<file path="config.mk">
export PLATFORM = sky130hd
export DESIGN_NAME = fetch_controller
export DESIGN_NICKNAME = d
export VERILOG_FILES = /design/src/rtl/fetch_controller.sv
export SDC_FILE = /design/constraint.sdc
export NUM_CORES = 1
export LEC_CHECK = 0
export CORE_MARGIN = 5
export CORE_UTILIZATION = 51
export DETAILED_ROUTE_END_ITERATION = 16
export GPL_TIMING_DRIVEN = 0
export PLACE_DENSITY = 0.83
export REMOVE_ABC_BUFFERS = 1
export SLEW_MARGIN = 20
export SYNTH_ARGS = -nofsm -noshare
export SYNTH_HDL_FRONTEND = slang
export SYNTH_SLANG_ARGS = --single-unit
</file>
<file path="constraint.sdc">
create_clock -name clk -period 7.8 [get_ports clk]
set_input_delay 0.78 -clock clk [delete_from_list [all_inputs] [get_ports clk]]
set_output_delay 0.78 -clock clk [all_outputs]
set_load 0.05 [all_outputs]
</file>
<file path="src/rtl/fetch_controller.sv">
`default_nettype none
// ============================================================================
// Module      : fetch_controller
// Description : Fetch-stage sequencer for a 5-stage RV32I pipeline. Issues
//               instruction-memory requests over a req/gnt/rvalid handshake,
//               steers the PC register (stall / redirect), tracks in-flight
//               fetches, buffers returned instructions in order and hands
//               them to decode under back-pressure. Wrong-path fetches are
//               discarded after a redirect from Execute.
// Revision    : 1.0 - initial release
// ============================================================================
module fetch_controller #(
  parameter int          MAX_OUTSTANDING = 2,
  parameter logic [31:0] NOP_INSTR       = 32'h00000013
) (
  input  logic        clk,
  input  logic        rst,
  // PC register interface
  input  logic [31:0] pcf,
  output logic        stall_f,
  output logic        pc_src_f,
  output logic [31:0] pc_target_f,
  // redirect from Execute
  input  logic        pc_src_e,
  input  logic [31:0] pc_target_e,
  // instruction memory
  output logic        imem_req,
  output logic [31:0] imem_addr,
  input  logic        imem_gnt,
  input  logic        imem_rvalid,
  input  logic [31:0] imem_rdata,
  // decode interface
  input  logic        stall_d,
  output logic        valid_d,
  output logic [31:0] instr_d,
  output logic [31:0] pc_d
);

  // Counter width holds 0..MAX_OUTSTANDING; pointer width indexes the queues.
  localparam int CW = $clog2(MAX_OUTSTANDING + 1);
  localparam int PW = (MAX_OUTSTANDING > 1) ? $clog2(MAX_OUTSTANDING) : 1;

  localparam logic [PW-1:0] c_last_ptr = PW'(MAX_OUTSTANDING - 1);
  localparam logic [CW:0]   c_max      = (CW + 1)'(MAX_OUTSTANDING);

  // --------------------------------------------------------------------------
  // State
  // --------------------------------------------------------------------------
  logic [CW-1:0] r_outstanding;   // requests granted but not yet answered
  logic [CW-1:0] r_kill;          // in-flight responses still to be discarded

  // PC tags of in-flight requests; occupancy always equals r_outstanding
  logic [31:0]   r_tag_mem [MAX_OUTSTANDING];
  logic [PW-1:0] r_tag_wr;
  logic [PW-1:0] r_tag_rd;

  // In-order output queue of {pc, instr} waiting for decode
  logic [31:0]   r_q_pc    [MAX_OUTSTANDING];
  logic [31:0]   r_q_instr [MAX_OUTSTANDING];
  logic [PW-1:0] r_q_wr;
  logic [PW-1:0] r_q_rd;
  logic [CW-1:0] r_q_count;

  // --------------------------------------------------------------------------
  // Combinational control
  // --------------------------------------------------------------------------
  logic w_credit_ok;
  logic w_req;
  logic w_accept;
  logic w_rsp;
  logic w_push;
  logic w_valid;
  logic w_pop;

  // Circular pointer advance for a queue whose depth need not be a power of 2
  function automatic logic [PW-1:0] next_ptr(input logic [PW-1:0] ptr);
    return (ptr == c_last_ptr) ? '0 : ptr + PW'(1);
  endfunction

  // A new request needs a free slot counting both in-flight and buffered
  // entries, so a returning response always finds room in the output queue.
  assign w_credit_ok = ({1'b0, r_outstanding} + {1'b0, r_q_count}) < c_max;
  assign w_req       = !rst && !pc_src_e && w_credit_ok;
  assign w_accept    = w_req && imem_gnt;

  // A response with nothing in flight is a stale one (e.g. from before reset)
  assign w_rsp       = imem_rvalid && (r_outstanding != '0);

  // Responses are kept only when not being killed and not during a redirect
  assign w_push      = w_rsp && (r_kill == '0) && !pc_src_e;

  assign w_valid     = !rst && (r_q_count != '0);
  assign w_pop       = w_valid && !stall_d && !pc_src_e;

  assign imem_req    = w_req;
  assign imem_addr   = pcf;

  // The PC advances once per accepted request and loads the target on redirect
  assign pc_src_f    = !rst && pc_src_e;
  assign pc_target_f = pc_target_e;
  assign stall_f     = rst || !(w_accept || pc_src_e);

  assign valid_d     = w_valid;
  assign instr_d     = w_valid ? r_q_instr[r_q_rd] : NOP_INSTR;
  assign pc_d        = w_valid ? r_q_pc[r_q_rd]    : 32'h0;

  // --------------------------------------------------------------------------
  // Sequential logic
  // --------------------------------------------------------------------------

  // Outstanding count: +1 per accept, -1 per answered response
  always_ff @(posedge clk) begin
    if (rst) begin
      r_outstanding <= '0;
    end else begin
      case ({w_accept, w_rsp})
        2'b10:   r_outstanding <= r_outstanding + CW'(1);
        2'b01:   r_outstanding <= r_outstanding - CW'(1);
        default: r_outstanding <= r_outstanding;
      endcase
    end
  end

  // Kill count: on redirect every request still in flight after this cycle
  // becomes wrong-path; a recomputed value replaces any earlier one.
  always_ff @(posedge clk) begin
    if (rst) begin
      r_kill <= '0;
    end else if (pc_src_e) begin
      r_kill <= r_outstanding - CW'(w_rsp);
    end else if (w_rsp && (r_kill != '0)) begin
      r_kill <= r_kill - CW'(1);
    end
  end

  // Tag FIFO pointers: push on accept, pop on every answered response so
  // tags stay aligned even through killed responses.
  always_ff @(posedge clk) begin
    if (rst) begin
      r_tag_wr <= '0;
      r_tag_rd <= '0;
    end else begin
      if (w_accept) begin
        r_tag_wr <= next_ptr(r_tag_wr);
      end
      if (w_rsp) begin
        r_tag_rd <= next_ptr(r_tag_rd);
      end
    end
  end

  // Tag FIFO storage: remember the PC of each accepted request
  always_ff @(posedge clk) begin
    if (w_accept) begin
      r_tag_mem[r_tag_wr] <= pcf;
    end
  end

  // Output queue pointers and count; a redirect flushes everything
  always_ff @(posedge clk) begin
    if (rst || pc_src_e) begin
      r_q_wr    <= '0;
      r_q_rd    <= '0;
      r_q_count <= '0;
    end else begin
      if (w_push) begin
        r_q_wr <= next_ptr(r_q_wr);
      end
      if (w_pop) begin
        r_q_rd <= next_ptr(r_q_rd);
      end
      case ({w_push, w_pop})
        2'b10:   r_q_count <= r_q_count + CW'(1);
        2'b01:   r_q_count <= r_q_count - CW'(1);
        default: r_q_count <= r_q_count;
      endcase
    end
  end

  // Output queue storage: capture the returned instruction with its PC tag
  always_ff @(posedge clk) begin
    if (w_push) begin
      r_q_pc[r_q_wr]    <= r_tag_mem[r_tag_rd];
      r_q_instr[r_q_wr] <= imem_rdata;
    end
  end

endmodule
`default_nettype wire

</file>
# Word-level counts from Yosys, hierarchy flattened
# Memory sizes are Yosys's and may differ from the RTL's. A register that Yosys moved wholly into a read port is not among the register bits.
# Cells that the tools add are included.
# totals
register_bits	10
ramBits	192
inputBits	102
out_inout_bits	132
word_cells	71
n_memories	3
# mem_list
name	depth	width	rd	rd_clocked_by_memory_dff	wr	line	rtl
r_q_instr	2	32	1	1	1	59	logic [31:0] r_q_instr [MAX_OUTSTANDING];
r_q_pc	2	32	1	1	1	58	logic [31:0] r_q_pc [MAX_OUTSTANDING];
r_tag_mem	2	32	1	1	1	53	logic [31:0] r_tag_mem [MAX_OUTSTANDING];
# op_classes
addsub	11
n_lt_le_gt_ge	1
eq_ne	4
n_mux	20
reduce_logical	25
# ops
operator	n
32-bit two-way mux	2
1-bit two-way mux	14
2-bit nonzero test	6
1-bit logical AND	11
2-bit one-hot mux with 2 select lines	2
2-bit by 1-bit subtractor with 2-bit output (second input constant)	3
1-bit adder (second input constant)	4
2-bit by 1-bit adder with 2-bit output (second input constant)	2
2-bit by 1-bit equality test with 1-bit output (second input constant)	2
2-bit equality test (second input constant)	2
1-bit logical NOT	4
2-bit two-way mux	2
2-bit by 2-bit adder with 3-bit output	1
1-bit logical OR	3
3-bit by 2-bit < comparator with 1-bit output (second input constant)	1
2-bit logical NOT	1
2-bit by 1-bit subtractor with 2-bit output	1

# Logic depth before layout (Yosys ltp)
# Gate-level depths: netlist (run 1).
# depth
depth_word	7
depth_mapped	8
mapped_depth_nobuf	8

# Worst setup path before layout (run 1)
# No wires, ideal clock.
# synth_timing
path_type	input port to flip-flop
startpoint	input pc_src_e
endpoint	memory r_q_instr[0][0], enable pin
setup_time_ns	0.486
t_arrival_ns	4.034
t_required_ns	7.314
setup_slack_ns	3.280
cell_stages	3
n_path_buf	1
path_cell_list	buf_2 -> or3b_4 -> nor2_1
# synth_between
elab_chain_cells	4
# synth_rtl
element	line	rtl
start: declaration	24	input logic pc_src_e,
1-bit logical NOT	90	assign w_push = w_rsp && (r_kill == '0) && !pc_src_e;
1-bit logical AND	90	
1-bit two-way mux	182	if (w_push) begin
1-bit two-way mux (implied by the code)	184	r_q_instr[r_q_wr] <= imem_rdata;
end: declaration	59	
# Every way passes these cells.

# Final worst setup path (run 1)
# layout_timing
startpoint	input rst
endpoint	output instr_d[4]
# layout_between
elab_chain_cells	3
# layout_rtl
element	line	rtl
start: declaration	17	input logic rst,
1-bit logical NOT	92	assign w_valid = !rst && (r_q_count != '0);
1-bit logical AND	92	
32-bit two-way mux	104	assign instr_d = w_valid ? r_q_instr[r_q_rd] : NOP_INSTR;
end: declaration	35	output logic [31:0] instr_d,
# Every way passes these cells.

==> results summary, run 1 <==
The critical path starts at rst. sky130_fd_sc_hd__edfxtp_1 takes more of the synthesized area than any other cell. The first-pass GRT wire length is 24500 um. The first-pass iteration count of the detailed router came out at 4. The final instance count without filler cells came out at approximately 850. The effective utilization at floorplan is 51.8%. The number of top-level pins is 234. The final setup skew came out at 5.27 ps.

In this run the post-CTS setup repair buffer count came out at 0. The total power consumption of the routed design is 2390 uW. Of the available clock period, the critical path in the final layout requires 53.2%.

The worst-case register-to-register setup slack came out at 5240 ps. The post-route setup TNS came out at 0 ps. The hold path depth is 2. Cells with a size suffix above 1 make up 12.7% of the layout. The overall die area is 0.0188 sq mm. Along the worst path, the maximum fanout reaches 63.

The count of endpoints failing hold in the final timing report came to 0. The count of synthesis-stage warnings from yosys came out at 0. The final setup violation count came out at 0. Yosys attributes the largest share of cell area to sky130_fd_sc_hd__edfxtp_1, sky130_fd_sc_hd__mux2i_1, sky130_fd_sc_hd__buf_4, sky130_fd_sc_hd__mux2_2, sky130_fd_sc_hd__nor2_1. The number of inserted diodes came out at 0. The static power due to leakage is between 0.003 and 0.004 uW. For this design, the CTS-stage hold fixing added 0 buffers. The largest single stage delay on the critical path is 800 ps.

The clock-pin slew on the worst setup and hold paths came out at 60 ps. The run finished with clean final reports. The worst endpoint required time is 7020 ps.

The tree is rooted in a sky130_fd_sc_hd__clkbuf_16. The average cell area after synthesis came out at 16.2 sq um. The number of slew-limit violations in the final report is 0. The number of cells produced by synthesis came out at 508. Measured against its own limit, the worst slew margin works out to between 40% and 50%. The number of clock sinks came out at about 200. The cell seen most often among critical-path stages is sky130_fd_sc_hd__clkdlybuf4s50_1. The number of cells traversed by the worst register-to-register path came out at 7. The initial antenna violation count is 0.

The total power divided by cell area came out at approximately 230 mW/mm^2. In this run the number of H-tree levels came out at 1. The placer congestion estimate came out at 0.742. The worst hold path begins at r_q_rd.

The height of the die is between 100 and 150 um. The count of instances resized after the clock tree is built came out at 0. The number of nets with antenna violations after routing came out at 0.

The share of the yosys chip area belonging to registers is 72.9%. The number of buffers created by CTS came out at 21. The number of nets at the end of the flow came out at 730. The post-synthesis cell type count is 32. The proportion of netlist area held by the largest area contributor came out at 70.0%. The number of buffers added on ports came out at 169.

The worst setup path is of the in2out kind. The post-detailed-route DRC marker count is 0. Traced cell by cell, the critical path runs through clkdlybuf4s50_1, or2_4, inv_1, nand2_1, clkdlybuf4s50_1. Summed over all nets, the half-perimeter wirelength after detailed placement is 11000 um.

The origin of the critical flop-to-flop path is r_outstanding[0]. Synthesis inferred around 200 register bits. The first-iteration detailed-routing DRC count came out at approximately 140. The floorplan has 46 rows.

Global routing consumed, over all layers together, 16.9% of the routing resources. The total number of vias is between 4000 and 5000. The time the worst path needs with I/O delays and setup came out at 4150 ps.

The maximum number of pins on one net before global-route repair is 64. TritonCTS built the clock tree. The nature of the critical path endpoint is a primary output. The horizontal die dimension came out at 137 um. The min-delay analysis places its worst path in the category reg2reg.

The detailed-route vias per instance came out at 5.08. The area overhead of the layout relative to synthesis came out at 27.1%. The clock latency on the worst-skew pair came out at 480 ps. The total core area is 0.0159 sq mm.

The number of cells after detailed placement came out at 816. The cell area that synthesis handed to floorplanning was 0.00823 sq mm. In the final routed layout, each cell accounts on average for 19.0 um.

The global route total overflow came out at 0. The longest clock path from root to sink contains 3 buffers. The data arrival time of the critical path came out at 3370 ps.

The worst register-to-register path ends at r_outstanding[1]. Across the VDD grid, the largest voltage drop is 145 uV. For the pin with the worst max-slew slack, the measured transition is 781 ps.

The largest individual stage delay along the critical path comes from the cell sky130_fd_sc_hd__clkdlybuf4s50_1. The total wire length came out at 16200 um. Setup repair after global routing left no endpoint under its margin. The top achievable clock speed came out at 241 MHz.

The via count of the first global-routing pass is 4613. The worst setup path is launched from an input port. The tool flagged a number of max-cap violations equal to 0. Cells fill 65.9% of the core in the end.
## cells by family after synthesis
family                   synth area share, %
buffers and inverters                   7.26
AND/OR/NAND/NOR                         4.80
adder cells (fa/ha/maj)                0.851
XOR/XNOR                               0.638
multiplexers                            12.5
flip-flops                              72.9
AO/OA/AOI/OAI                           1.03
## area by class of cell
cell class              instances  area (sq um)
inverters                       6          22.5
well taps                     216           270
fillers                      1086          5420
clock buffers                  23           533
clock inverters                14          93.8
repair buffers                177          1880
multi-input cells             213          1660
flip-flops and latches        204          6010
## cells in the mapped netlist
| master | count |
|---|---|
| sky130_fd_sc_hd__nor2_1 | 72 |
| sky130_fd_sc_hd__clkbuf_1 | 8 |
| sky130_fd_sc_hd__mux2_2 | 31 |
| sky130_fd_sc_hd__o311a_1 | 1 |
| sky130_fd_sc_hd__or3b_4 | 1 |
| sky130_fd_sc_hd__nor4_4 | 1 |
| sky130_fd_sc_hd__or2_2 | 2 |
| sky130_fd_sc_hd__and3_1 | 1 |
| sky130_fd_sc_hd__nor3_1 | 2 |
| sky130_fd_sc_hd__nand2b_1 | 1 |
| sky130_fd_sc_hd__a21oi_1 | 7 |
| sky130_fd_sc_hd__xor2_1 | 3 |
| sky130_fd_sc_hd__dfxtp_1 | 12 |
| sky130_fd_sc_hd__inv_1 | 6 |
| sky130_fd_sc_hd__o31a_1 | 1 |
| sky130_fd_sc_hd__and2_2 | 1 |
| sky130_fd_sc_hd__nor2b_1 | 1 |
| sky130_fd_sc_hd__fa_1 | 1 |
| sky130_fd_sc_hd__o21ai_2 | 1 |
| sky130_fd_sc_hd__or3_1 | 3 |
| sky130_fd_sc_hd__o21ai_0 | 3 |
| sky130_fd_sc_hd__ha_1 | 4 |
| sky130_fd_sc_hd__nand2_1 | 4 |
| sky130_fd_sc_hd__buf_4 | 64 |
| sky130_fd_sc_hd__mux2i_1 | 65 |
| sky130_fd_sc_hd__xnor2_1 | 3 |
| sky130_fd_sc_hd__buf_2 | 13 |
| sky130_fd_sc_hd__mux2_4 | 1 |
| sky130_fd_sc_hd__or4b_1 | 1 |
| sky130_fd_sc_hd__o21a_1 | 1 |
| sky130_fd_sc_hd__mux2_1 | 1 |
| sky130_fd_sc_hd__edfxtp_1 | 192 |
## sequential cells by signal (all words and copies together) (netlist names), named ones only
signal / flops
r_q_instr: 64
r_q_pc: 64
r_tag_mem: 64
r_kill: 2
r_outstanding: 2
r_q_count: 2
r_q_rd: 1
r_q_wr: 1
r_tag_rd: 1
r_tag_wr: 1
## cell usage in the layout (no fill, tap or decap), types with 2 or more instances in the layout
cell type,count
sky130_fd_sc_hd__xnor2_1,3
sky130_fd_sc_hd__clkbuf_16,21
sky130_fd_sc_hd__inv_1,6
sky130_fd_sc_hd__nor3_1,2
sky130_fd_sc_hd__clkbuf_1,2
sky130_fd_sc_hd__buf_12,4
sky130_fd_sc_hd__clkinv_2,5
sky130_fd_sc_hd__mux2_2,31
sky130_fd_sc_hd__nor2_1,69
sky130_fd_sc_hd__buf_16,4
sky130_fd_sc_hd__mux2i_1,65
sky130_fd_sc_hd__clkdlybuf4s50_1,169
sky130_fd_sc_hd__or3_1,3
sky130_fd_sc_hd__nand2_1,4
sky130_fd_sc_hd__a21oi_1,7
sky130_fd_sc_hd__edfxtp_1,192
sky130_fd_sc_hd__ha_1,4
sky130_fd_sc_hd__clkinv_1,6
sky130_fd_sc_hd__dfxtp_1,10
sky130_fd_sc_hd__nor2_4,3
sky130_fd_sc_hd__o21ai_0,3
sky130_fd_sc_hd__xor2_1,3
## worst max path at each step
stage | slack (ps) | depth (start not counted) | to
2_1_floorplan | 3330 | 3 | r_q_instr[0][0]
3_3_place_gp | 1220 | 3 | r_q_instr[1][0]
3_5_place_dp | 3640 | 5 | instr_d[4]
4_1_cts | 3620 | 5 | instr_d[4]
5_1_grt | 3470 | 5 | instr_d[1]
6_report | 3650 | 5 | instr_d[4]
## metrics by stage
stage	setup slack, ps	hold slack (ps)	cell area [sq um]
global route	3470	539	10500
finish	3650	515	10500
CTS	3620	520	10500
global placement	1220	458	9620
floorplan	3330	446	7660
detailed placement	3640	506	9840
## routing by layer
| metal | vias up | global-route usage (%) | wire [um] | part of all wire, % |
|---|---|---|---|---|
| met5 | - | 1.11 | 0 | 0 |
| met4 | 0 | 4.21 | 222 | 1.4 |
| met3 | 27 | 6.25 | 1610 | 9.9 |
| met2 | 203 | 26.8 | 7690 | 47 |
| met1 | 2076 | 22.0 | 6700 | 41 |
| li1 | 2031 | - | - | - |
## power by group
part | total (uW) | internal, uW | switching [uW]
Sequential | 1260 | 1240 | 17.5
Clock | 905 | 525 | 380
Combinational | 229 | 107 | 123
Total | 2390 | 1870 | 520
## worst max-delay path: cells and delay by family
kind          cells  cell delay (ps)
buf+inv           3             1740
simple gates      2              780
Note: power is estimated with default switching activity, not from simulation.
==> run 2, diff against run 1 <==
CORE_UTILIZATION = 48   (was 51)
PLACE_DENSITY = 0.78   (was 0.83)
clock period = 4 ns   (was 7.8 ns; I/O delays follow)
==> run 2 against run 1 <==
Flip-flop and latch count unchanged. First-iteration DRC count increased by 64%. Wire length is 2.4% higher. Total power grew 99%.
==> results summary, run 2 (synthesis results as in run 1) <==
Data on the critical path is required at its endpoint by between 3000 and 4000 ps. Setup violations remaining at the end of the flow were counted as 0. Buffers inserted to repair hold after CTS numbered 0.

TritonCTS built the clock tree. Summing all non-filler instances in the final layout gives an area of approximately 0.011 sq mm. The region available for standard cell placement spans between 0.015 and 0.02 sq mm. The worst-case register-to-register setup slack is 1390 ps. Setup repair after global routing left no endpoint under its margin.

The maximum root-to-sink buffer count came out at 3. Along the worst hold path, the cell count comes to 1. Among all stages on the critical path, the largest delay is contributed by sky130_fd_sc_hd__clkdlybuf4s50_1. The first global-routing pass estimated about 25000 um of wire.

The worst IR drop on VDD came out at between 400 and 500 uV. The kind of launch point of the worst setup path is an input port. The number of top-level pins is between 200 and 250. The max-slew headroom at the worst pin came out at around 48%. Traced cell by cell, the critical path runs through clkdlybuf4s50_1, or2_4, inv_1, nand2_1, clkdlybuf4s50_1. Once detailed placement completed, the half-perimeter wirelength came to 11100 um. The number of nets with antenna violations after routing is 0. The global route total overflow came out at 0.

The horizontal die dimension came out at 141 um. The post-CTS setup buffer count came out at 0. The placement-stage worst setup slack came out at 520 ps. The endpoint of the worst-slack reg-to-reg timing path is r_tag_mem[0][19]. The row count is 47.

The clock-pin slew on the worst setup and hold paths came out at 60 ps. The overall die area is 0.0199 sq mm. The total power divided by cell area came out at 453 mW/mm^2.

The number of slew-limit violations in the final report is 0. The number of cells traversed by the worst register-to-register path came out at 6. The height of the die came out at 141 um. Summed over all layers, the routed wires come to roughly 17000 um. The time the worst path needs with I/O delays and setup is 3420 ps.

The placer congestion estimate came out at 0.735. The commonest non-fill, non-tap cell in the layout is sky130_fd_sc_hd__edfxtp_1. Counting both buffers and inverters, the worst setup path holds a total of 3. At the worst endpoint, the arrival time is just over 3000 ps. Dividing the detail-routed wire length by the instance count gives 19.4 um. The top achievable clock speed came out at 292 MHz. The library cells used most frequently in the layout, excluding fill and tap cells, are sky130_fd_sc_hd__edfxtp_1, sky130_fd_sc_hd__clkdlybuf4s50_1, sky130_fd_sc_hd__nor2_1.

The origin of the critical flop-to-flop path is r_outstanding[0]. After layout, the worst path uses 85.5% of the clock period. The final setup skew came out at around 13 ps. The initial antenna violation count is 0. In this run, post-CTS repair resized a total of 0 instances.

The type of the most critical hold path is in2reg. The clock latency on the worst-skew pair came out at 480 ps. Of the cells placed in the final design, the portion with a size suffix greater than 1 is 12.6%.

In this run the cell area measured after placement is ~0.0098 sq mm. For hold timing, the worst endpoint is r_q_instr[0][13]. The static power due to leakage is 0.00335 uW. The setup path with the least slack is of type in2out. The worst path setup slack after routing came out at between 500 and 600 ps.

Compared with the post-synthesis result, the final layout area differs by 27.5%. The detailed-route vias per instance is between 5 and 6. The first-iteration detailed-routing DRC count came out at 236. The total number of vias is 4354. The number of buffers added on ports is 169. CTS built an H-tree with a depth of 1. The startpoint identified for the worst hold timing path is imem_rdata[13]. The number of cells after detailed placement is 820. Global routing used 16.1% of the available tracks across all layers. The net count of the finished layout is 730. The first detailed-routing pass ran for 7 iterations.

The number of clock sinks is 204. For the pin with the worst max-slew slack, the measured transition is 787 ps. The via count of the first global-routing pass is 4523.

In the final layout, the registers with the most flip-flops are r_q_instr (64), r_q_pc (64), r_tag_mem (64). The hold slack is 498 ps. The family with the most delay on the worst path is buffers and inverters.

The design draws 4760 uW. Excluding fillers, the count of instances in the completed layout stands at 857. The post-detailed-route DRC marker count came out at 0. The initial utilization of the core area, before any placement, comes to 49.3%. The count of endpoints failing hold in the final timing report came out at 0. The max-capacitance violation count came out at 0. The library cell used as clock root buffer is sky130_fd_sc_hd__clkbuf_16. The nature of the critical path endpoint is a primary output. The delay of the slowest cell on the worst path came out at 810 ps. Along the worst path, the maximum fanout reaches 63.

The number of buffers created by CTS came out at 21. Counting stages on the worst path, the most repeated cell is sky130_fd_sc_hd__clkdlybuf4s50_1. The maximum number of pins on one net before global-route repair came out at 64.

The run finished with clean final reports. The repair_antennas step left the layout with diodes totalling 0.
## run 2: cell types whose count changed in the layout (fill, tap and decap cells not counted), sizes merged
cell,delta
bufinv,+1
clkinv,-1
clkinvlp,-1
clkbuf,+1
## run 2: per-layer routing
metal / track usage, % / wire length (um)
met5: 0 / 0
met4: 3.26 / 206
met3: 5.96 / 1570
met2: 26.0 / 7910
met1: 21.2 / 6940
## run 2: through the flow
stage | util, % | TNS (ps)
2_1_floorplan | - | -19080
3_3_place_gp | 57.6 | -366420
3_5_place_dp | 59.0 | 0
4_1_cts | 62.9 | 0
5_1_grt | 62.9 | 0
6_report | 62.9 | 0
## run 2: worst max path at each step
stage / start / to / slack [ps] / cells after the start
after global routing: rst / instr_d[1] / 380 / 5
after detailed placement: rst / instr_d[1] / 520 / 5
after global placement: pc_src_e / r_q_instr[0][4] / -2390 / 3
after CTS: rst / instr_d[1] / 520 / 5
final: rst / instr_d[1] / 580 / 5
after floorplan: r_outstanding[1] / r_q_instr[0][0] / -150 / 3
## run 2: layout make-up
class / instances / area (sq um)
timing repair buffer: 177 / 1880
clock inverter: 13 / 118
multi-input combinational: 213 / 1660
inverter: 6 / 22.5
sequential: 204 / 6010
tap: 220 / 275
fill: 1231 / 6200
clock buffer: 24 / 537
## run 2: where the power goes
group / internal [uW] / switching, uW
logic: 208 / 237
clock network: 1090 / 763
registers: 2420 / 37.9
total: 3720 / 1040
## run 2: worst register-to-register path: cells and delay by family (launching register included)
| family | cells | cell delay (ps) |
|---|---|---|
| and+or+nand+nor | 4 | 1180 |
| DFF | 1 | 450 |
| adders and majority gates | 1 | 450 |
| buffers and inverters | 1 | 230 |
